### config.mk
export PLATFORM = sky130hd
export DESIGN_NAME = apb_master_bridge
export DESIGN_NICKNAME = d
export VERILOG_FILES = /design/src/rtl/apb_pkg.sv /design/src/rtl/apb_addr_decoder.sv /design/src/rtl/apb_master_bridge.sv
export SDC_FILE = /design/constraint.sdc
export NUM_CORES = 1
export LEC_CHECK = 0
export BUFFER_PORTS_ARGS = -buffer_cell sky130_fd_sc_hd__buf_2
export CAP_MARGIN = 20
export CORE_MARGIN = 5
export CORE_UTILIZATION = 31
export DETAILED_ROUTE_END_ITERATION = 8
export SETUP_SLACK_MARGIN = 0.2
export SLEW_MARGIN = 25
export SYNTH_ARGS = -nofsm -noshare
export SYNTH_HDL_FRONTEND = slang
export SYNTH_SLANG_ARGS = --single-unit
export TNS_END_PERCENT = 50
### constraint.sdc
create_clock -name PCLK -period 2.7 [get_ports PCLK]
set_input_delay 0 -clock PCLK [delete_from_list [all_inputs] [get_ports PCLK]]
set_output_delay 0 -clock PCLK [all_outputs]
set_load 0.1 [all_outputs]
### src/rtl/apb_pkg.sv
// Shared types and address-map constants for the APB master bridge.
// Latency: none (declarations only).
// Backpressure: none (declarations only).
package apb_pkg;

    typedef enum logic [1:0] {
        IDLE   = 2'd0,
        SETUP  = 2'd1,
        ACCESS = 2'd2
    } apb_state_e;

    // Upper half of the APB region base; the slave window index sits in [15:12].
    localparam logic [15:0] APB_BASE_HI   = 16'h1000;
    localparam int          SLAVE_IDX_LSB = 12;
    localparam int          SLAVE_IDX_MSB = 15;

endpackage

### src/rtl/apb_addr_decoder.sv
// Maps a CPU byte address to an APB slave index (4 KB window per slave).
// Latency: purely combinational.
// Backpressure: none; the caller decides when the result is used.
module apb_addr_decoder
    import apb_pkg::*;
#(
    parameter int unsigned NUM_SLAVES = 4,
    parameter int unsigned IDX_W      = 2,
    parameter logic [31:0] APB_BASE   = {APB_BASE_HI, 16'h0000}
) (
    input  logic [31:0]      addr,
    output logic             hit,
    output logic [IDX_W-1:0] idx
);

    logic [3:0] win;
    logic       unused_offset;

    assign win           = addr[SLAVE_IDX_MSB:SLAVE_IDX_LSB];
    // The in-window byte offset plays no part in slave selection.
    assign unused_offset = ^addr[SLAVE_IDX_LSB-1:0];

    // A hit needs the region match and a window that has a populated slave.
    assign hit = (addr[31:16] == APB_BASE[31:16]) && (32'(win) < NUM_SLAVES);
    assign idx = IDX_W'(win);

endmodule

### src/rtl/apb_master_bridge.sv
// Turns single-word CPU load/store strobes into APB SETUP/ACCESS transfers.
// Latency: transfer c0, SETUP c1, ACCESS c2+, ready the cycle after PREADY (c3 with a zero-wait slave); decode miss answers at c1.
// Backpressure: busy is high in SETUP/ACCESS and transfer is dropped then; ACCESS stalls on PREADY up to TIMEOUT_CYCLES.
module apb_master_bridge
    import apb_pkg::*;
#(
    parameter int unsigned NUM_SLAVES     = 4,
    parameter logic [31:0] APB_BASE       = {APB_BASE_HI, 16'h0000},
    parameter int unsigned TIMEOUT_CYCLES = 255
) (
    input  logic                     PCLK,
    input  logic                     PRESET,
    input  logic                     transfer,
    input  logic                     write,
    input  logic [31:0]              addr,
    input  logic [31:0]              wdata,
    output logic [31:0]              rdata,
    output logic                     ready,
    output logic                     err,
    output logic                     busy,
    output logic [31:0]              PADDR,
    output logic [31:0]              PWDATA,
    output logic                     PWRITE,
    output logic                     PENABLE,
    output logic [NUM_SLAVES-1:0]    PSEL,
    input  logic [32*NUM_SLAVES-1:0] PRDATA_s,
    input  logic [NUM_SLAVES-1:0]    PREADY_s
);

    localparam int unsigned IDX_W = (NUM_SLAVES > 1) ? $clog2(NUM_SLAVES) : 1;
    localparam int unsigned CNT_W = $clog2(TIMEOUT_CYCLES + 1);
    localparam logic [CNT_W-1:0] CNT_LAST = CNT_W'(TIMEOUT_CYCLES - 1);
    localparam logic [CNT_W-1:0] CNT_MAX  = '1;

    apb_state_e                state_q, state_d;
    logic [31:0]               paddr_q, paddr_d;
    logic [31:0]               pwdata_q, pwdata_d;
    logic                      pwrite_q, pwrite_d;
    logic                      penable_q, penable_d;
    logic [NUM_SLAVES-1:0]     psel_q, psel_d;
    logic [IDX_W-1:0]          idx_q, idx_d;
    logic [CNT_W-1:0]          cnt_q, cnt_d;
    logic [31:0]               rdata_q, rdata_d;
    logic                      ready_q, ready_d;
    logic                      err_q, err_d;
    logic                      busy_q, busy_d;

    logic                      dec_hit;
    logic [IDX_W-1:0]          dec_idx;
    logic [NUM_SLAVES-1:0][31:0] prdata_arr;
    logic                      sel_pready;
    logic [31:0]               sel_prdata;

    apb_addr_decoder #(
        .NUM_SLAVES (NUM_SLAVES),
        .IDX_W      (IDX_W),
        .APB_BASE   (APB_BASE)
    ) u_dec (
        .addr (addr),
        .hit  (dec_hit),
        .idx  (dec_idx)
    );

    // Only the latched slave's PREADY/PRDATA are ever looked at.
    assign prdata_arr = PRDATA_s;
    assign sel_pready = PREADY_s[idx_q];
    assign sel_prdata = prdata_arr[idx_q];

    // Next-state and next-output logic; ready/err default low so they pulse for one cycle.
    always_comb begin
        state_d   = state_q;
        paddr_d   = paddr_q;
        pwdata_d  = pwdata_q;
        pwrite_d  = pwrite_q;
        penable_d = penable_q;
        psel_d    = psel_q;
        idx_d     = idx_q;
        cnt_d     = cnt_q;
        rdata_d   = rdata_q;
        ready_d   = 1'b0;
        err_d     = 1'b0;
        busy_d    = busy_q;
        case (state_q)
            IDLE: begin
                if (transfer) begin
                    if (dec_hit) begin
                        paddr_d         = addr;
                        pwdata_d        = wdata;
                        pwrite_d        = write;
                        idx_d           = dec_idx;
                        psel_d          = '0;
                        psel_d[dec_idx] = 1'b1;
                        busy_d          = 1'b1;
                        state_d         = SETUP;
                    end else begin
                        // Decode miss: answer with an error without touching the bus.
                        ready_d = 1'b1;
                        err_d   = 1'b1;
                        rdata_d = '0;
                    end
                end
            end
            SETUP: begin
                penable_d = 1'b1;
                cnt_d     = '0;
                state_d   = ACCESS;
            end
            ACCESS: begin
                if (sel_pready) begin
                    if (!pwrite_q) begin
                        rdata_d = sel_prdata;
                    end
                    ready_d   = 1'b1;
                    psel_d    = '0;
                    penable_d = 1'b0;
                    busy_d    = 1'b0;
                    state_d   = IDLE;
                end else if (cnt_q >= CNT_LAST) begin
                    ready_d   = 1'b1;
                    err_d     = 1'b1;
                    rdata_d   = '0;
                    psel_d    = '0;
                    penable_d = 1'b0;
                    busy_d    = 1'b0;
                    state_d   = IDLE;
                end else begin
                    cnt_d = (cnt_q == CNT_MAX) ? cnt_q : cnt_q + 1'b1;
                end
            end
            default: begin
                psel_d    = '0;
                penable_d = 1'b0;
                busy_d    = 1'b0;
                state_d   = IDLE;
            end
        endcase
    end

    // State and registered outputs; reset aborts any transfer without a ready pulse.
    always_ff @(posedge PCLK) begin
        if (PRESET) begin
            state_q   <= IDLE;
            paddr_q   <= '0;
            pwdata_q  <= '0;
            pwrite_q  <= 1'b0;
            penable_q <= 1'b0;
            psel_q    <= '0;
            idx_q     <= '0;
            cnt_q     <= '0;
            rdata_q   <= '0;
            ready_q   <= 1'b0;
            err_q     <= 1'b0;
            busy_q    <= 1'b0;
        end else begin
            state_q   <= state_d;
            paddr_q   <= paddr_d;
            pwdata_q  <= pwdata_d;
            pwrite_q  <= pwrite_d;
            penable_q <= penable_d;
            psel_q    <= psel_d;
            idx_q     <= idx_d;
            cnt_q     <= cnt_d;
            rdata_q   <= rdata_d;
            ready_q   <= ready_d;
            err_q     <= err_d;
            busy_q    <= busy_d;
        end
    end

    assign PADDR   = paddr_q;
    assign PWDATA  = pwdata_q;
    assign PWRITE  = pwrite_q;
    assign PENABLE = penable_q;
    assign PSEL    = psel_q;
    assign rdata   = rdata_q;
    assign ready   = ready_q;
    assign err     = err_q;
    assign busy    = busy_q;

endmodule
==> results_tabular.tex, run 1 <==
\begin{tabular}{lr}
\hline
Metric & Value \\
\hline
\multicolumn{2}{l}{\textbf{STA}} \\
Total setup violations reported at the end of the flow & 0 \\
Normalized max-slew margin & 47.7\% \\
Number of max-slew violations in the final report & 0 \\
Minimum clock period after layout & 2.08 ns \\
Endpoints failing hold & 0 \\
Maximum clock skew at final layout & 0.00622 ns \\
Fraction of the cycle the final worst path needs & 77.2\% \\
Accumulated negative setup slack & 0 ns \\
Fmax & 480 MHz \\
Crit path setup slack, layout & 0.615 ns \\
Pin slew with the least headroom to its limit & 0.781 ns \\
RSZ-0062 raised after global routing & no \\
\multicolumn{2}{l}{\textbf{Routing}} \\
Routed Wire Length & 16400 um \\
Antenna Violating Nets Remaining & 0 \\
Vias & 4715 \\
Average wire length per cell after detail routing & 15.7 um \\
DRC Markers & 0 \\
DRT iter0 DRCs & 171 \\
Vias per std cell & 4.51 \\
TritonRoute pass-1 iters & 4 \\
\multicolumn{2}{l}{\textbf{Clock tree}} \\
Post-CTS setup buffer count & 0 \\
Clock Tree Buf Depth & 2 \\
Clk pin slew, worst setup/hold paths & 0.05 ns \\
Worst-Skew Late Latency & 0.41 ns \\
Clock tree from TritonCTS & done \\
Clock tree sinks & 115 \\
CTS buffer count & 17 \\
Number of H-tree levels & 4 \\
Buffer type at the clock tree root & sky130\_fd\_sc\_hd\_\_clkbuf\_16 \\
Post-CTS sizing & 0 \\
\multicolumn{2}{l}{\textbf{Hold path}} \\
Type of the most critical hold path & input port to flip-flop \\
Startpoint of the lowest-slack hold path & transfer \\
\multicolumn{2}{l}{\textbf{Worst setup path}} \\
Critical-path cell list & inv\_1, ha\_1, or3\_1, a311oi\_4, nor2\_1, a22oi\_1, nor2\_1 \\
Worst path most repeated cell & sky130\_fd\_sc\_hd\_\_nor2\_1 \\
Register-to-Register Setup Slack & 0.62 ns \\
Slowest cell on the critical path & sky130\_fd\_sc\_hd\_\_a311oi\_4 \\
Highest cell delay on the worst timing path & 0.52 ns \\
Crit path buf inv count & 1 \\
Category of the critical setup timing path & flip-flop to flip-flop \\
Worst Setup End Kind & flip-flop \\
Worst reg2reg endpoint & cnt\_q[0] \\
Top cell family by delay on the critical path & compound AO/OA/AOI/OAI gates \\
Startpoint of the most critical setup path & cnt\_q[0] \\
Critical Path AT & 2.36 ns \\
Data required, critical path & 2.98 ns \\
Capturing instance or port of the critical path & cnt\_q[0] \\
Worst-path fanout max & 10 \\
Critical path depth in cells & 7 \\
Startpoint kind of the worst setup timing path & flip-flop \\
Worst reg2reg path depth & 7 \\
R2R Path Start & cnt\_q[0] \\
\multicolumn{2}{l}{\textbf{Global route}} \\
Via count of the first global-routing pass & 4881 \\
Pin count of the biggest net entering global routing & 38 \\
First-pass GRT wire length & 26000 um \\
Initial antenna violation count & 0 \\
Grt ovf & 0 \\
Total global-route track usage & 16.9\% \\
\multicolumn{2}{l}{\textbf{Synthesis}} \\
Post-Synthesis Net Count & 670 \\
Seq/Total Area, Yosys & 44.7\% \\
Number of synthesized register bits & 115 \\
Number of instances in the synthesized netlist & 468 \\
Share of async-settable or async-resettable flops after synthesis & 0\% \\
Area leader, netlist & sky130\_fd\_sc\_hd\_\_dfxtp\_1 \\
Synthesized area & 0.00515 mm\^{}2 \\
Most frequent cells after synthesis & sky130\_fd\_sc\_hd\_\_dfxtp\_1, sky130\_fd\_sc\_hd\_\_mux2i\_1, sky130\_fd\_sc\_hd\_\_nor2\_1, sky130\_fd\_sc\_hd\_\_nand2b\_1, sky130\_fd\_sc\_hd\_\_nand2\_1 \\
Dominant synthesized flop cell & sky130\_fd\_sc\_hd\_\_dfxtp\_1 \\
Portion of synthesized cell area occupied by the leading cell type & 44.7\% \\
Largest cells by area after synthesis & sky130\_fd\_sc\_hd\_\_dfxtp\_1, sky130\_fd\_sc\_hd\_\_mux2i\_1, sky130\_fd\_sc\_hd\_\_mux4\_2, sky130\_fd\_sc\_hd\_\_nor2\_1, sky130\_fd\_sc\_hd\_\_nand2b\_1 \\
Number of warnings issued by yosys & 0 \\
Average cell area after synthesis & 11.0 um\^{}2 \\
Most common cell in the netlist & sky130\_fd\_sc\_hd\_\_dfxtp\_1 \\
EDFF count, synth & 0 \\
Synth unique cells & 37 \\
\multicolumn{2}{l}{\textbf{Placed design}} \\
Detailed placer's ending HPWL & 12000 um \\
Setup WS pre-CTS & 0.628 ns \\
Gpl congestion & 0.869 \\
Port bufs & 304 \\
Count of placed standard cells including taps & 967 \\
Placed inst area & 0.00688 mm\^{}2 \\
\multicolumn{2}{l}{\textbf{Final layout}} \\
Share of layout cells above drive strength 1 & 46.6\% \\
P\&R area growth vs syn & 54.5\% \\
Net count of the finished layout & 1015 \\
Flip-flop and latch area & 0.00230 mm\^{}2 \\
Area of the multi-input gates & 0.00269 mm\^{}2 \\
Number of filler instances in the final layout & 1528 \\
Number of diodes & 0 \\
Post-route cell area & 0.00795 mm\^{}2 \\
Final non-filler cell total & 1046 \\
\multicolumn{2}{l}{\textbf{Power and ir drop}} \\
Leakage power & 3.59 nW \\
Worst supply voltage drop on vdd & 0.366 mV \\
Power per cell area & 540 mW/mm\^{}2 \\
Pwr Total & 4.29 mW \\
\multicolumn{2}{l}{\textbf{Floorplanning}} \\
Effective utilization at floorplan & 31.3\% \\
Row Count & 47 \\
Ports placed on the boundary & 305 \\
Area inside the core boundary & 0.0165 mm\^{}2 \\
Die Area & 0.0193 mm\^{}2 \\
Die Span Y & 139 um \\
Die Span X & 139 um \\
\multicolumn{2}{l}{\textbf{Flow run}} \\
Max-capacitance violation count & 0 \\
\multicolumn{2}{l}{\textbf{Status}} \\
Run status & completed \\
\hline
\end{tabular}
-- metal layers --
metal	wire length, um	track usage (%)	share of wire [%]
met1	6630	19.1	40
met3	1420	7.31	8.7
met4	295	5.36	1.8
met2	8050	28.8	49
met5	0	0	0
-- worst min-delay path by stage --
stage | end | slack, ns | cells after the start
after floorplan | PSEL[2] | 0.13 | 1
after global placement | PWDATA[24] | 0.23 | 3
after detailed placement | PWDATA[14] | 0.24 | 3
after CTS | ready | 0.02 | 4
after global routing | ready | 0.06 | 4
final | ready | 0.05 | 4
-- cell usage in the layout, fill, tap and decap left out, types with 5 or more instances in the layout --
cell type,instances
sky130_fd_sc_hd__nor2_1,64
sky130_fd_sc_hd__xor2_1,5
sky130_fd_sc_hd__mux4_2,33
sky130_fd_sc_hd__dlygate4sd3_1,47
sky130_fd_sc_hd__buf_2,304
sky130_fd_sc_hd__clkbuf_16,17
sky130_fd_sc_hd__dfxtp_1,113
sky130_fd_sc_hd__buf_4,6
sky130_fd_sc_hd__nand2_1,35
sky130_fd_sc_hd__nand2b_1,37
sky130_fd_sc_hd__and2_1,18
sky130_fd_sc_hd__mux2i_1,79
-- worst reg2reg max path, stage by stage (launching register included) --
cell	delay (ns)
sky130_fd_sc_hd__dfxtp_1	0.41
sky130_fd_sc_hd__inv_1	0.10
sky130_fd_sc_hd__ha_1	0.21
sky130_fd_sc_hd__or3_1	0.35
sky130_fd_sc_hd__a311oi_4	0.52
sky130_fd_sc_hd__nor2_1	0.12
sky130_fd_sc_hd__a22oi_1	0.20
sky130_fd_sc_hd__nor2_1	0.05
-- state kept, by name (all words and copies together), names as in the netlist --
register,count
PWRITE,1
busy,1
err,1
cnt_q,8
rdata,32
PENABLE,1
ready,1
PSEL,4
PADDR,32
PWDATA,32
state_q,2
-- through the flow --
| step | util (%) | hold WS, ns |
|---|---|---|
| floorplan | - | 0.125 |
| detailed placement | 41.8 | 0.244 |
| global route | 48.3 | 0.0582 |
| finish | 48.3 | 0.0482 |
| CTS | 48.3 | 0.0242 |
| global placement | 41.8 | 0.232 |
-- repair_timing --
item | in CTS | in global routing
endpoints found under the setup margin | 0 | 0
hold endpoints to repair | 51 | 0
hold buffers | 47 | 0
-- final cells by class --
cell class | count | area share [%]
well taps | 220 | 3.46
repair buffers | 359 | 26.1
flip-flops and latches | 115 | 29.0
clock buffers | 20 | 5.62
inverters | 2 | 0.0944
clock inverters | 12 | 1.97
multi-input cells | 318 | 33.8
-- logic make-up after synthesis --
group                    share of synthesized area [%]
flip-flops                                        44.7
adder cells (fa/ha/maj)                          0.486
multiplexers                                      30.1
AO/OA/AOI/OAI                                     3.43
AND/OR/NAND/NOR                                   16.9
buffers and inverters                             3.31
XOR/XNOR                                          1.02
-- power breakdown --
part           switching (mW)  total (mW)  internal, mW  leakage, nW
Clock                   0.788        2.26          1.48        0.283
Combinational           0.121       0.328         0.207         2.38
Sequential           0.000426        1.70          1.70        0.927
Total                   0.910        4.29          3.38         3.59
Note: power is estimated with default switching activity, not from simulation.
==> inputs of run 2 (changes only) <==
Clock period 2.7 ns to 1.8 ns, I/O delays scaled along.
==> run 2 against run 1 <==
  * The run now ends with negative setup slack left
  * Register-to-register slack worse by 0.76 ns
  * Sequential cell count unchanged
  * Clock-buffer cell count unchanged
  * Worst hold slack better by 0.020 ns
  * Clock skew about the same
  * Sequential power up 50%
  * Worst setup slack worse by 0.76 ns
  * Critical path type unchanged
==> results_tabular.tex, run 2 (synthesis results as in run 1) <==
\begin{tabular}{lr}
\hline
Metric & Value \\
\hline
\multicolumn{2}{l}{\textbf{Power and ir drop}} \\
Power per cell area & 755 mW/mm\^{}2 (+40\%) \\
Worst supply voltage drop on vdd & 0.561 mV (+53\%) \\
Pwr Total & 6.22 mW (+45\%) \\
Leakage power & 3.74 nW (+4.2\%) \\
\multicolumn{2}{l}{\textbf{Floorplanning}} \\
Die Area & 0.0193 mm\^{}2 (unchanged) \\
Die Span Y & 139 um (unchanged) \\
Row Count & 47 (unchanged) \\
Die Span X & 139 um (unchanged) \\
Ports placed on the boundary & 305 (unchanged) \\
Area inside the core boundary & 0.0165 mm\^{}2 (unchanged) \\
Effective utilization at floorplan & 31.3\% (unchanged) \\
\multicolumn{2}{l}{\textbf{Final layout}} \\
Number of diodes & 0 (unchanged) \\
Leading cell type in the layout, fill and taps excluded & sky130\_fd\_sc\_hd\_\_buf\_2 \\
Share of layout cells above drive strength 1 & 48.9\% (+2.3 points) \\
Utilization of the core after routing & 50.1\% (+1.8 points) \\
Post-route cell area & 0.00825 mm\^{}2 (+3.7\%) \\
Final non-filler cell total & 1072 (+2.5\%) \\
Top library cells by usage in the layout, fill and taps aside & sky130\_fd\_sc\_hd\_\_buf\_2, sky130\_fd\_sc\_hd\_\_dfxtp\_1, sky130\_fd\_sc\_hd\_\_mux2i\_1, sky130\_fd\_sc\_hd\_\_nor2\_1, sky130\_fd\_sc\_hd\_\_dlygate4sd3\_1 \\
P\&R area growth vs syn & 60.2\% \\
Net count of the finished layout & 1041 (+2.6\%) \\
\multicolumn{2}{l}{\textbf{Global route}} \\
Grt ovf & 0 (unchanged) \\
Pin count of the biggest net entering global routing & 35 (-7.9\%) \\
Via count of the first global-routing pass & 5038 (+3.2\%) \\
Total global-route track usage & 18.0\% (+1.2 points) \\
First-pass GRT wire length & 27500 um (+5.6\%) \\
Initial antenna violation count & 0 (unchanged) \\
\multicolumn{2}{l}{\textbf{Placed design}} \\
Detailed placer's ending HPWL & 13100 um (+9.4\%) \\
Placed inst area & 0.00705 mm\^{}2 (+2.4\%) \\
Port bufs & 304 (unchanged) \\
Gpl congestion & 0.867 (-0.29\%) \\
Count of placed standard cells including taps & 985 (+1.9\%) \\
\multicolumn{2}{l}{\textbf{Routing}} \\
DRT iter0 DRCs & 153 (-11\%) \\
Vias & 4902 (+4.0\%) \\
TritonRoute pass-1 iters & 4 (unchanged) \\
DRC Markers & 0 (unchanged) \\
Average wire length per cell after detail routing & 16.9 um (+7.6\%) \\
Routed Wire Length & 18100 um (+10\%) \\
Vias per std cell & 4.57 (+1.4\%) \\
Antenna Violating Nets Remaining & 0 (unchanged) \\
\multicolumn{2}{l}{\textbf{STA}} \\
Maximum clock skew at final layout & 0.00659 ns (+0.000369 ns) \\
Crit path setup slack, layout & -0.147 ns (-0.762 ns) \\
Fmax & 514 MHz (+7.1\%) \\
Hold\_ws & 0.0678 ns (+0.0197 ns) \\
Number of max-slew violations in the final report & 0 (unchanged) \\
Normalized max-slew margin & 57.6\% (+9.9 points) \\
Pin slew with the least headroom to its limit & 0.636 ns (-0.146 ns) \\
RSZ-0062 raised after global routing & yes \\
Minimum clock period after layout & 1.95 ns (-0.138 ns) \\
Fraction of the cycle the final worst path needs & 108\% (+31 points) \\
Total setup violations reported at the end of the flow & 46 (+46) \\
Endpoints failing hold & 0 (unchanged) \\
\multicolumn{2}{l}{\textbf{Worst setup path}} \\
Slowest cell on the critical path & sky130\_fd\_sc\_hd\_\_mux4\_2 \\
Worst-path fanout max & 7 (-3) \\
Critical-path cell list & mux4\_2, mux2\_4, o2bb2ai\_4, buf\_12, clkbuf\_16, mux2i\_1 \\
Critical Path AT & 2.28 ns (-0.08 ns) \\
Data required, critical path & 2.13 ns (-0.85 ns) \\
Category of the critical setup timing path & flip-flop to flip-flop \\
Highest cell delay on the worst timing path & 0.54 ns (+0.02 ns) \\
Worst Setup End Kind & flip-flop \\
Startpoint kind of the worst setup timing path & flip-flop \\
\multicolumn{2}{l}{\textbf{Clock tree}} \\
Number of H-tree levels & 4 (unchanged) \\
Buffer type at the clock tree root & sky130\_fd\_sc\_hd\_\_clkbuf\_16 \\
Worst-Skew Late Latency & 0.41 ns (about the same) \\
Clock tree sinks & 115 (unchanged) \\
CTS buffer count & 17 (unchanged) \\
Clk pin slew, worst setup/hold paths & 0.05 ns (about the same) \\
Clock tree from TritonCTS & done \\
Clock Tree Buf Depth & 2 (unchanged) \\
\multicolumn{2}{l}{\textbf{Status}} \\
Run status & complete, but fails checks \\
Violated checks & negative setup slack \\
\multicolumn{2}{l}{\textbf{Hold path}} \\
Type of the most critical hold path & input port to flip-flop \\
\multicolumn{2}{l}{\textbf{Flow run}} \\
Max-capacitance violation count & 0 (unchanged) \\
\hline
\end{tabular}
[run 2: final timing paths]
kind / startpoint / endpoint / slack [ns] / depth (start not counted)
setup / recovery: PADDR[12] / rdata[26] / -0.15 / 6
setup reg to reg: PADDR[12] / rdata[26] / -0.15 / 6
hold / removal: transfer / ready / 0.07 / 4
hold reg to reg: PADDR[20] / PADDR[20] / 0.45 / 1
[run 2: area by class of cell]
| cell class | instances | area [um^2] |
|---|---|---|
| Fill cell | 1545 | 8220 |
| Multi-Input combinational cell | 318 | 2730 |
| Timing Repair Buffer | 385 | 2370 |
| Sequential cell | 115 | 2310 |
| Clock buffer | 20 | 447 |
| Tap cell | 220 | 275 |
| Clock inverter | 12 | 108 |
| Inverter | 2 | 7.51 |
[run 2: repair_timing]
action / CTS / global route
resized for setup: 6 / 10
hold endpoints to repair: 51 / 0
pin swaps: 0 / 5
setup endpoints to repair: 67 / 68
hold buffers: 48 / 0
buffers inserted: 1 / 2
gates cloned: 1 / 3
[run 2: routing by layer]
| layer | GRT usage (%) | part of all wire (%) |
|---|---|---|
| met1 | 20.5 | 39 |
| met5 | 0 | 0 |
| met4 | 6.64 | 2.2 |
| met3 | 6.34 | 8.2 |
| met2 | 31.2 | 51 |
[run 2: worst max-delay path: cells and delay by family (launching register included)]
family | cells | cell delay (ns)
DFF | 1 | 0.34
AOI/OAI and AO/OA | 1 | 0.16
buffers and inverters | 2 | 0.31
muxes | 3 | 1.05
[run 2: report_power, final]
group / switching (mW) / internal [mW]
clock: 1.20 / 1.93
combinational: 0.203 / 0.340
sequential: 0.000439 / 2.55
[run 2: metrics by stage]
step	setup WS, ns	setup TNS (ns)
after floorplan	-0.418	-17.32
after global placement	-0.103	-2.63
after detailed placement	-0.129	-4.10
after CTS	-0.139	-4.29
after global routing	-0.202	-7.96
final	-0.147	-4.97
